<file path="src/rtl/ram_sp_arbiter_if.sv">
`default_nettype none
// ============================================================================
// Module : ram_sp_arbiter_if
// Brief  : Client-side bundle for the two-requester single-port RAM arbiter.
//          Two req/gnt command channels plus the shared read-return bus.
//   master : client engines (drive req/we/addr/wdata, see gnt/rvalid/rdata)
//   slave  : arbiter        (sees commands, drives gnt/rvalid/rdata)
// Rev    : 1.0  initial release
// ============================================================================
interface ram_sp_arbiter_if #(
  parameter int AW = 6,
  parameter int DW = 16
);
  logic          req0;
  logic          we0;
  logic [AW-1:0] addr0;
  logic [DW-1:0] wdata0;
  logic          gnt0;
  logic          rvalid0;

  logic          req1;
  logic          we1;
  logic [AW-1:0] addr1;
  logic [DW-1:0] wdata1;
  logic          gnt1;
  logic          rvalid1;

  logic [DW-1:0] rdata;

  modport master (
    output req0, we0, addr0, wdata0,
    output req1, we1, addr1, wdata1,
    input  gnt0, rvalid0, gnt1, rvalid1, rdata
  );

  modport slave (
    input  req0, we0, addr0, wdata0,
    input  req1, we1, addr1, wdata1,
    output gnt0, rvalid0, gnt1, rvalid1, rdata
  );
endinterface
`default_nettype wire

</file>
<file path="src/rtl/ram_sp_arbiter.sv">
`default_nettype none
// ============================================================================
// Module : ram_sp_arbiter
// Brief  : Round-robin arbiter with bounded bursts sharing one single-port
//          write-first RAM between two requesters.
// Ports  : clk      rising-edge clock
//          rst      asynchronous active-high reset
//          bus      client bundle (req/we/addr/wdata/gnt/rvalid x2, rdata)
//          ram_en   RAM enable          ram_we   RAM write enable
//          ram_addr RAM address         ram_di   RAM write data
//          ram_do   RAM read data       busy     a burst owner is held
// Rev    : 1.0  initial release
// ============================================================================
module ram_sp_arbiter #(
  parameter int AW        = 6,
  parameter int DW        = 16,
  parameter int MAX_BURST = 4
) (
  input  wire logic          clk,
  input  wire logic          rst,
  ram_sp_arbiter_if.slave    bus,
  output logic               ram_en,
  output logic               ram_we,
  output logic [AW-1:0]      ram_addr,
  output logic [DW-1:0]      ram_di,
  input  wire logic [DW-1:0] ram_do,
  output logic               busy
);

  typedef enum logic [1:0] {
    IDLE = 2'd0,
    OWN0 = 2'd1,
    OWN1 = 2'd2
  } own_t;

  localparam logic [3:0] c_max_burst = 4'(MAX_BURST);
  localparam logic [3:0] c_cnt_sat   = 4'hF;

  own_t       r_own;
  logic [3:0] r_cnt;
  logic       r_last;     // 1: requester 1 was granted most recently
  logic       r_rvalid0;
  logic       r_rvalid1;

  // Raw grant decision from the registered state only; it feeds the state
  // flops. The port-visible grant is additionally masked by rst so that the
  // outputs follow the reset state while rst is held, without routing the
  // asynchronous reset into any flop's data path.
  logic w_raw0;
  logic w_raw1;
  logic w_gnt0;
  logic w_gnt1;
  logic w_any;
  logic w_same;

  always_comb begin
    w_raw0 = 1'b0;
    w_raw1 = 1'b0;
    case (r_own)
      IDLE: begin
        w_raw0 = bus.req0 & (~bus.req1 | r_last);
        w_raw1 = bus.req1 & ~w_raw0;
      end
      OWN0: begin
        if (bus.req0) begin
          if ((r_cnt < c_max_burst) || !bus.req1) w_raw0 = 1'b1;
          else                                    w_raw1 = 1'b1;
        end else begin
          w_raw1 = bus.req1;
        end
      end
      OWN1: begin
        if (bus.req1) begin
          if ((r_cnt < c_max_burst) || !bus.req0) w_raw1 = 1'b1;
          else                                    w_raw0 = 1'b1;
        end else begin
          w_raw0 = bus.req0;
        end
      end
      default: begin
        w_raw0 = 1'b0;
        w_raw1 = 1'b0;
      end
    endcase
  end

  assign w_gnt0 = w_raw0 & ~rst;
  assign w_gnt1 = w_raw1 & ~rst;
  assign w_any  = w_raw0 | w_raw1;
  assign w_same = (w_raw0 && (r_own == OWN0)) || (w_raw1 && (r_own == OWN1));

  // RAM command mux; with no grant the address/data rest on requester 0.
  assign ram_en   = w_gnt0 | w_gnt1;
  assign ram_we   = w_gnt1 ? bus.we1    : (w_gnt0 & bus.we0);
  assign ram_addr = w_gnt1 ? bus.addr1  : bus.addr0;
  assign ram_di   = w_gnt1 ? bus.wdata1 : bus.wdata0;

  assign bus.gnt0    = w_gnt0;
  assign bus.gnt1    = w_gnt1;
  assign bus.rvalid0 = r_rvalid0;
  assign bus.rvalid1 = r_rvalid1;
  assign bus.rdata   = ram_do;
  assign busy        = (r_own != IDLE);

  always_ff @(posedge clk or posedge rst) begin
    if (rst) begin
      r_own     <= IDLE;
      r_cnt     <= 4'd0;
      r_last    <= 1'b1;
      r_rvalid0 <= 1'b0;
      r_rvalid1 <= 1'b0;
    end else begin
      r_rvalid0 <= w_raw0 & ~bus.we0;
      r_rvalid1 <= w_raw1 & ~bus.we1;
      if (w_any) begin
        r_own  <= w_raw1 ? OWN1 : OWN0;
        r_last <= w_raw1;
        if (w_same) r_cnt <= (r_cnt == c_cnt_sat) ? r_cnt : r_cnt + 4'd1;
        else        r_cnt <= 4'd1;
      end else begin
        r_own <= IDLE;
        r_cnt <= 4'd0;
      end
    end
  end

endmodule
`default_nettype wire

</file>
<file path="src/flat_wrapper.sv">
// flat-port wrapper written by rule: the top's interface ports become plain ports
module ram_sp_arbiter_flat 
#(
  parameter int AW        = 6,
  parameter int DW        = 16,
  parameter int MAX_BURST = 4
)
  (clk, rst, ram_en, ram_we, ram_addr, ram_di, ram_do, busy, bus_req0, bus_we0, bus_addr0, bus_wdata0, bus_req1, bus_we1, bus_addr1, bus_wdata1, bus_gnt0, bus_rvalid0, bus_gnt1, bus_rvalid1, bus_rdata);
  ram_sp_arbiter_if #(.AW(AW), .DW(DW)) bus_i ();
  input  wire logic clk;
  input  wire logic rst;
  output logic ram_en;
  output logic ram_we;
  output logic [AW-1:0] ram_addr;
  output logic [DW-1:0] ram_di;
  input  wire logic [DW-1:0] ram_do;
  output logic busy;
  input wire logic [$bits(bus_i.req0)-1:0] bus_req0;
  input wire logic [$bits(bus_i.we0)-1:0] bus_we0;
  input wire logic [$bits(bus_i.addr0)-1:0] bus_addr0;
  input wire logic [$bits(bus_i.wdata0)-1:0] bus_wdata0;
  input wire logic [$bits(bus_i.req1)-1:0] bus_req1;
  input wire logic [$bits(bus_i.we1)-1:0] bus_we1;
  input wire logic [$bits(bus_i.addr1)-1:0] bus_addr1;
  input wire logic [$bits(bus_i.wdata1)-1:0] bus_wdata1;
  output wire logic [$bits(bus_i.gnt0)-1:0] bus_gnt0;
  output wire logic [$bits(bus_i.rvalid0)-1:0] bus_rvalid0;
  output wire logic [$bits(bus_i.gnt1)-1:0] bus_gnt1;
  output wire logic [$bits(bus_i.rvalid1)-1:0] bus_rvalid1;
  output wire logic [$bits(bus_i.rdata)-1:0] bus_rdata;
  assign bus_i.req0 = bus_req0;
  assign bus_i.we0 = bus_we0;
  assign bus_i.addr0 = bus_addr0;
  assign bus_i.wdata0 = bus_wdata0;
  assign bus_i.req1 = bus_req1;
  assign bus_i.we1 = bus_we1;
  assign bus_i.addr1 = bus_addr1;
  assign bus_i.wdata1 = bus_wdata1;
  assign bus_gnt0 = bus_i.gnt0;
  assign bus_rvalid0 = bus_i.rvalid0;
  assign bus_gnt1 = bus_i.gnt1;
  assign bus_rvalid1 = bus_i.rvalid1;
  assign bus_rdata = bus_i.rdata;
  ram_sp_arbiter #(.AW(AW), .DW(DW), .MAX_BURST(MAX_BURST)) u_core (.clk(clk), .rst(rst), .bus(bus_i), .ram_en(ram_en), .ram_we(ram_we), .ram_addr(ram_addr), .ram_di(ram_di), .ram_do(ram_do), .busy(busy));
endmodule
</file>
<file path="config.mk">
export PLATFORM = sky130hd
export DESIGN_NAME = ram_sp_arbiter_flat
export DESIGN_NICKNAME = d
export VERILOG_FILES = /design/src/rtl/ram_sp_arbiter_if.sv /design/src/rtl/ram_sp_arbiter.sv /design/src/flat_wrapper.sv
export SDC_FILE = /design/constraint.sdc
export NUM_CORES = 1
export LEC_CHECK = 0
export CORE_UTILIZATION = 25
export CTS_CLUSTER_DIAMETER = 100
export DETAILED_ROUTE_END_ITERATION = 8
export HOLD_SLACK_MARGIN = 0.06
export PLACE_DENSITY = 0.86
export SETUP_SLACK_MARGIN = 0.15
export SYNTH_ARGS = -nofsm -noshare
export SYNTH_HDL_FRONTEND = slang
export SYNTH_SLANG_ARGS = --single-unit
</file>
<file path="constraint.sdc">
create_clock -name clk -period 1.8 [get_ports clk]
set_input_delay 0.18 -clock clk [delete_from_list [all_inputs] [get_ports clk]]
set_output_delay 0.18 -clock clk [all_outputs]
set_load 0.005 [all_outputs]
</file>
==> impl_metrics.ini, run 1 <==
[yosys]
yosysSeqAreaShare_pct = 22.65
syn_area_um2 = 999.7
synth.largest_area_cell = mux2_4
synth_edf_count = 0
synth_fp_nets = 162
synth_compound_area_share_pct = 11.76
async_reset_ff_share_pct = 100.0
synth_top_family_by_area = multiplexers
synth-main-ff-cell = dfrtp_1
synth.mux.area_fraction_pct = 35.54
yosys.area_share.simple_pct = 12.14
synth_top_cells_by_area = mux2_4 30%, dfrtp_1 20%, buf_4 12%
synth_cells = 95
syn_area_per_cell_um2 = 10.52
synth.distinct_cells = 33
ys_seq_elements = 9
synth_xor_area_share_pct = 0.8761
yosysTopAreaCellShare_pct = 30.04
yosysWarnings = 0
synthAdderAreaFrac_pct = 1.252

[clock_tree]
cts_tree = built
postCtsHoldBufs = 0
numCtsBuffers = 3
clock-sinks = 9
cts.clk_slew.worst_paths_ps = 40
cts-htree-levels = 1
clockRootBuffer = clkbuf_8
clockBufferDepth = 2
clkLatencyLatePin_ps = 230

[grt]
grt-busiest-layer = met2
grtUsageMet1_pct = 15.81
grt_max_degree = 10
grt_first_pass_wirelength_um = 5071
grt-ovfl-total = 0
track_usage_pct = 15.65
use_met3_pct = 1.736
first_global_vias = 1117
use_met2_pct = 30.93
antenna_found_initial = 0

[routing]
drc = 0
drt_iter0_drc = 20
final_antenna_net_count = 0
vias = 1077
via_per_inst = 4.432
drt-pass1-iter-count = 4
wl_um = 3485
wl_per_cell_um = 14.34

[critical_path]
crit-reg2reg-launch = u_core.r_cnt[3]$_DFFE_PP0P_
cp-end-kind = output pin
critPathMaxStageDelay_ps = 400
setup.worst_path.class = flip-flop to output pin
reg2reg_depth = 8
cp_slowest_cell = dfrtp_1
cp_max_fo = 6
rr_endpoint = u_core.r_cnt[0]$_DFFE_PP0P_
r2r_slack_ps = 40
crit_required_ps = 1620
worstSetupStartpointType = flip-flop
worstPathArrival_ps = 2140
path_cells = nor2_4 -> mux2_4 -> a211o_4 -> buf_12 -> buf_6 -> mux2_4 -> buf_6

[timing]
fmax_ghz = 0.4312
whs_ps = 360.0
finClkSkew_ps = 0.9295
report.final.hold_viol_count = 0
fin_ws_ps = -519.0
max_slew.worst_pin.slew_ps = 326.8
max_slew_margin_pct = 78.11
fin_crit_sh_pct = 128.8
rsz0062_at_grt = true
fin_crit_ps = 2319
setup_viol = 25
finalMaxSlewViolations = 0

[final_layout]
multi_input_area_um2 = 653.1
fill_cells = 313
syn2layout_area_growth_pct = 114.8
regArea_um2 = 226.5
diodes = 0
drive_gt1_share_pct = 51.79
nets = 263

[power]
peakVddDrop_v = 0.0005217
switchingPower_w = 0.0003229
power.density_nw_per_um2 = 552.6
switching_share_pct = 27.22
comb_power_share_pct = 59.1
p_int_w = 0.0008636
p_leak_nw = 1.036
seq_power_share_pct = 21.2
p_clk_share_pct = 19.7
p_total_w = 0.001187

[placed_design]
dp_hpwl_um = 2506
routabilityCongestion = 0.7525
io_buffers = 78

[die]
die_x_um = 65.24
die_y_um = 65.24
initial_core_util_pct = 26.70
core_area_um2 = 3744
rows = 22
ios = 111
dieArea_um2 = 4256

[min_path]
worstHoldStart = ram_do[10]
worstHoldEndpoint = bus_rdata[10]
min_path_cells = 0
holdCritPathClass = primary input to output pin

[outcome]
status = complete, but fails checks
violations = negative setup slack

[flow_run]
cap_violations = 0
-- flip-flops by register name (all words and copies together) (netlist names) --
| name | cells |
|---|---|
| u_core.r_cnt | 4 |
| u_core.r_own | 2 |
| u_core.bus.rvalid0 | 1 |
| u_core.bus.rvalid1 | 1 |
| u_core.r_last | 1 |
-- worst max path at each step --
| stage | slack [ps] | end | startpoint |
|---|---|---|---|
| 2_1_floorplan | -90 | ram_di[10] | u_core.r_cnt[2]$_DFFE_PP0P_ |
| 3_3_place_gp | -540 | ram_addr[1] | u_core.r_cnt[3]$_DFFE_PP0P_ |
| 3_5_place_dp | -560 | ram_di[11] | u_core.r_cnt[3]$_DFFE_PP0P_ |
| 4_1_cts | -540 | ram_addr[1] | u_core.r_cnt[2]$_DFFE_PP0P_ |
| 5_1_grt | -560 | ram_addr[1] | u_core.r_cnt[3]$_DFFE_PP0P_ |
| 6_report | -520 | ram_addr[1] | u_core.r_cnt[3]$_DFFE_PP0P_ |
-- power groups by stage --
stage	logic, W	clock network (W)	registers (W)
global route	0.000739	0.000248	0.000255
global placement	0.000569	0	0.000252
CTS	0.000675	0.000238	0.000251
detailed placement	0.000580	0	0.000252
finish	0.000702	0.000233	0.000252
floorplan	0.000260	0	0.000260
-- synthesized netlist by cell type, drive strengths merged (2+ instances only) --
| cell | count |
|---|---|
| a21oi | 2 |
| buf | 18 |
| dfrtp | 8 |
| inv | 4 |
| mux2 | 24 |
| nand2 | 4 |
| nand3 | 4 |
| nor2 | 6 |
| nor3 | 2 |
| o21ai | 2 |
| or2 | 2 |
-- metrics by stage --
stage / TNS (ps) / setup WS, ps / utilization (%) / cell area, µm² / cells
after detailed placement: -12550 / -556.6 / 49.70 / 1861 / 223
final: -11010 / -519.0 / 57.35 / 2147 / 243
after global placement: -12350 / -543.1 / 49.70 / 1861 / 223
after CTS: -11420 / -542.6 / 55.92 / 2093 / 240
after global routing: -12100 / -562.8 / 57.35 / 2147 / 243
after floorplan: -1637 / -87.74 / - / 1003 / 95
-- cell usage in the layout, fill, tap and decap left out, types with 2 or more instances in the layout --
master	Yosys	final
buf_2	0	3
buf_4	16	20
buf_6	2	36
clkbuf_8	0	3
clkdlybuf4s50_1	0	52
dfrtp_1	8	8
inv_1	4	3
mux2_2	4	3
mux2_4	20	21
nand2_1	4	4
nand3_1	4	3
nor2_1	5	4
or2_4	0	2
-- critical path: cells and delay by family, from the launching register on --
| family | cells | cell delay [ps] |
|---|---|---|
| compound gates | 1 | 380 |
| flops | 1 | 400 |
| mux | 2 | 600 |
| simple gates | 1 | 140 |
| buf+inv | 3 | 380 |
-- cells by family (layout without fill, tap and decap cells) --
| logic type | count (synthesis) | in the layout |
|---|---|---|
| flip-flops | 9 | 9 |
| AO/OA/AOI/OAI | 14 | 14 |
| XOR/XNOR | 1 | 1 |
| multiplexers | 25 | 25 |
| adder cells (fa/ha/maj) | 1 | 1 |
| AND/OR/NAND/NOR | 23 | 23 |
| buffers and inverters | 22 | 122 |
-- routing by layer --
metal,part of all wire [%],vias up
li1,-,526
met1,35,509
met2,58,33
met3,4.5,9
met4,1.8,0
met5,0,-
-- timing repair --
item / in CTS / in global routing
pin swaps: 9 / 7
gates cloned: 1 / 0
gates resized for setup: 143 / 7
setup endpoints to repair: 27 / 29
buffers inserted: 13 / 3
hold endpoints to repair: 0 / 0
-- final cells by class --
| class | count | area share (%) |
|---|---|---|
| tap | 48 | 2.797 |
| timing repair buffer | 114 | 53.44 |
| inverter | 4 | 0.6993 |
| multi-input combinational | 64 | 30.42 |
| clock buffer | 4 | 2.098 |
| sequential | 9 | 10.55 |
No activity file was read; power rests on OpenSTA's default activity.
==> run 2: changes to the inputs <==
Settings changed: PLACE_DENSITY 0.86 to 0.82.
Clock period 1.8 ns to 2.1 ns, I/O delays scaled along.
==> impl_metrics.ini, run 2 (synthesized netlist as in run 1, its figures left out) <==
[die]
die_x_um = 65.24
rows = 22
die_y_um = 65.24
core_area_um2 = 3744
ios = 111
dieArea_um2 = 4256
initial_core_util_pct = 26.70

[grt]
track_usage_pct = 16.27
grt-ovfl-total = 0
grt_first_pass_wirelength_um = 5237
first_global_vias = 1124
grt_max_degree = 10
antenna_found_initial = 0

[final_layout]
mostFrequentLayoutCell = clkdlybuf4s50_1
regArea_um2 = 226.5
syn2layout_area_growth_pct = 108.9
top_regs = u_core.r_cnt (4), u_core.r_own (2)
regMostFlops = u_core.r_cnt
multi_input_area_um2 = 630.6
fill_cells = 339
largest_register_ffs = 4
drive_gt1_share_pct = 50.00
diodes = 0
final_cell_mix = 52 x clkdlybuf4s50_1, 27 x buf_4, 26 x buf_6
final_util_pct = 55.78
nets = 262

[routing]
wl_per_cell_um = 14.41
via_per_inst = 4.521
drt-pass1-iter-count = 4
wl_um = 3487
vias = 1094
drc = 0
drt_iter0_drc = 15
final_antenna_net_count = 0

[timing]
fmax_ghz = 0.4187
fin_ws_ps = -288.3
finalMaxSlewViolations = 0
fin_crit_ps = 2388
fin_setup_tns_ps = -4697
whs_ps = 420.0
finClkSkew_ps = 2.662
fin_crit_sh_pct = 113.7
rsz0062_at_grt = true
report.final.hold_viol_count = 0
setup_viol = 23
max_slew_margin_pct = 84.26
max_slew.worst_pin.slew_ps = 233.6

[power]
peakVddDrop_v = 0.0003971
power.density_nw_per_um2 = 483.5
p_total_w = 0.001010
p_leak_nw = 1.022

[critical_path]
crit_required_ps = 1890
worstSetupStartpointType = flip-flop
setup.worst_path.class = flip-flop to output pin
crit_cells = 7
worstPathArrival_ps = 2180
reg2reg_depth = 8
cp_top_family = multiplexers
cp_max_fo = 6
crit_end = ram_di[3]
timing.critical_path.buf_inv = 3
r2r_slack_ps = 260
cp_slowest_cell = dfrtp_1
crit-reg2reg-launch = u_core.r_cnt[2]$_DFFE_PP0P_
path_cells = nor2_2 -> mux2_4 -> a211o_4 -> buf_12 -> buf_12 -> mux2_4 -> buf_6
rr_endpoint = u_core.r_cnt[0]$_DFFE_PP0P_
critPathMaxStageDelay_ps = 390
cp-end-kind = output pin
crit_start = u_core.r_cnt[2]$_DFFE_PP0P_

[clock_tree]
clkLatencyLatePin_ps = 240
clock-sinks = 9
cts-htree-levels = 1
numCtsBuffers = 3
clockBufferDepth = 2
clockRootBuffer = clkbuf_8
postCtsHoldBufs = 0
cts.clk_slew.worst_paths_ps = 40
cts_tree = built

[flow_run]
cap_violations = 0

[outcome]
violations = negative setup slack
status = complete, but fails checks

[placed_design]
io_buffers = 78
routabilityCongestion = 0.8082
dp_hpwl_um = 2578

[min_path]
holdCritPathClass = primary input to output pin
[run 2: report_power, final]
| part | internal (W) | total [W] | leakage (nW) | switching [W] |
|---|---|---|---|---|
| Sequential | 0.000200 | 0.000216 | 0.115 | 0.0000152 |
| Clock | 0.000133 | 0.000205 | 0.0228 | 0.0000726 |
| Combinational | 0.000399 | 0.000589 | 0.885 | 0.000190 |
[run 2: through the flow]
stage	setup slack [ps]	area [µm²]	std cells
floorplan	172.0	999.7	95
global placement	-259.9	1866	222
detailed placement	-298.0	1866	222
CTS	-280.2	2043	240
global route	-339.3	2088	242
finish	-288.3	2088	242
[run 2: worst min-delay path by stage]
| stage | cells past startpoint | start | slack (ps) | endpoint |
|---|---|---|---|---|
| detailed placement | 0 | ram_do[0] | 420 | bus_rdata[0] |
| global route | 0 | ram_do[15] | 420 | bus_rdata[15] |
| global placement | 0 | ram_do[0] | 420 | bus_rdata[0] |
| floorplan | 1 | rst | 50 | u_core.bus.rvalid0$_DFF_PP0_ |
| finish | 0 | ram_do[10] | 420 | bus_rdata[10] |
| CTS | 0 | ram_do[0] | 420 | bus_rdata[0] |
[run 2: layout make-up]
| cell class | instances | share of cell area [%] |
|---|---|---|
| clock buffer | 4 | 2.157 |
| inverter | 4 | 0.8388 |
| multi-input combinational | 64 | 30.20 |
| sequential | 9 | 10.84 |
| tap | 48 | 2.876 |
| timing repair buffer | 113 | 53.09 |
[run 2: layer usage]
layer  share of wire, %  GRT usage, %
met3                4.7         2.604
met1                 34         16.53
met5                  0             0
met2                 59         31.31
met4                2.2         8.424
[run 2: repair_timing]
action,in CTS,in global routing
pin swaps,5,2
resized for setup,127,7
endpoints found under the setup margin,26,26
buffers inserted,14,2
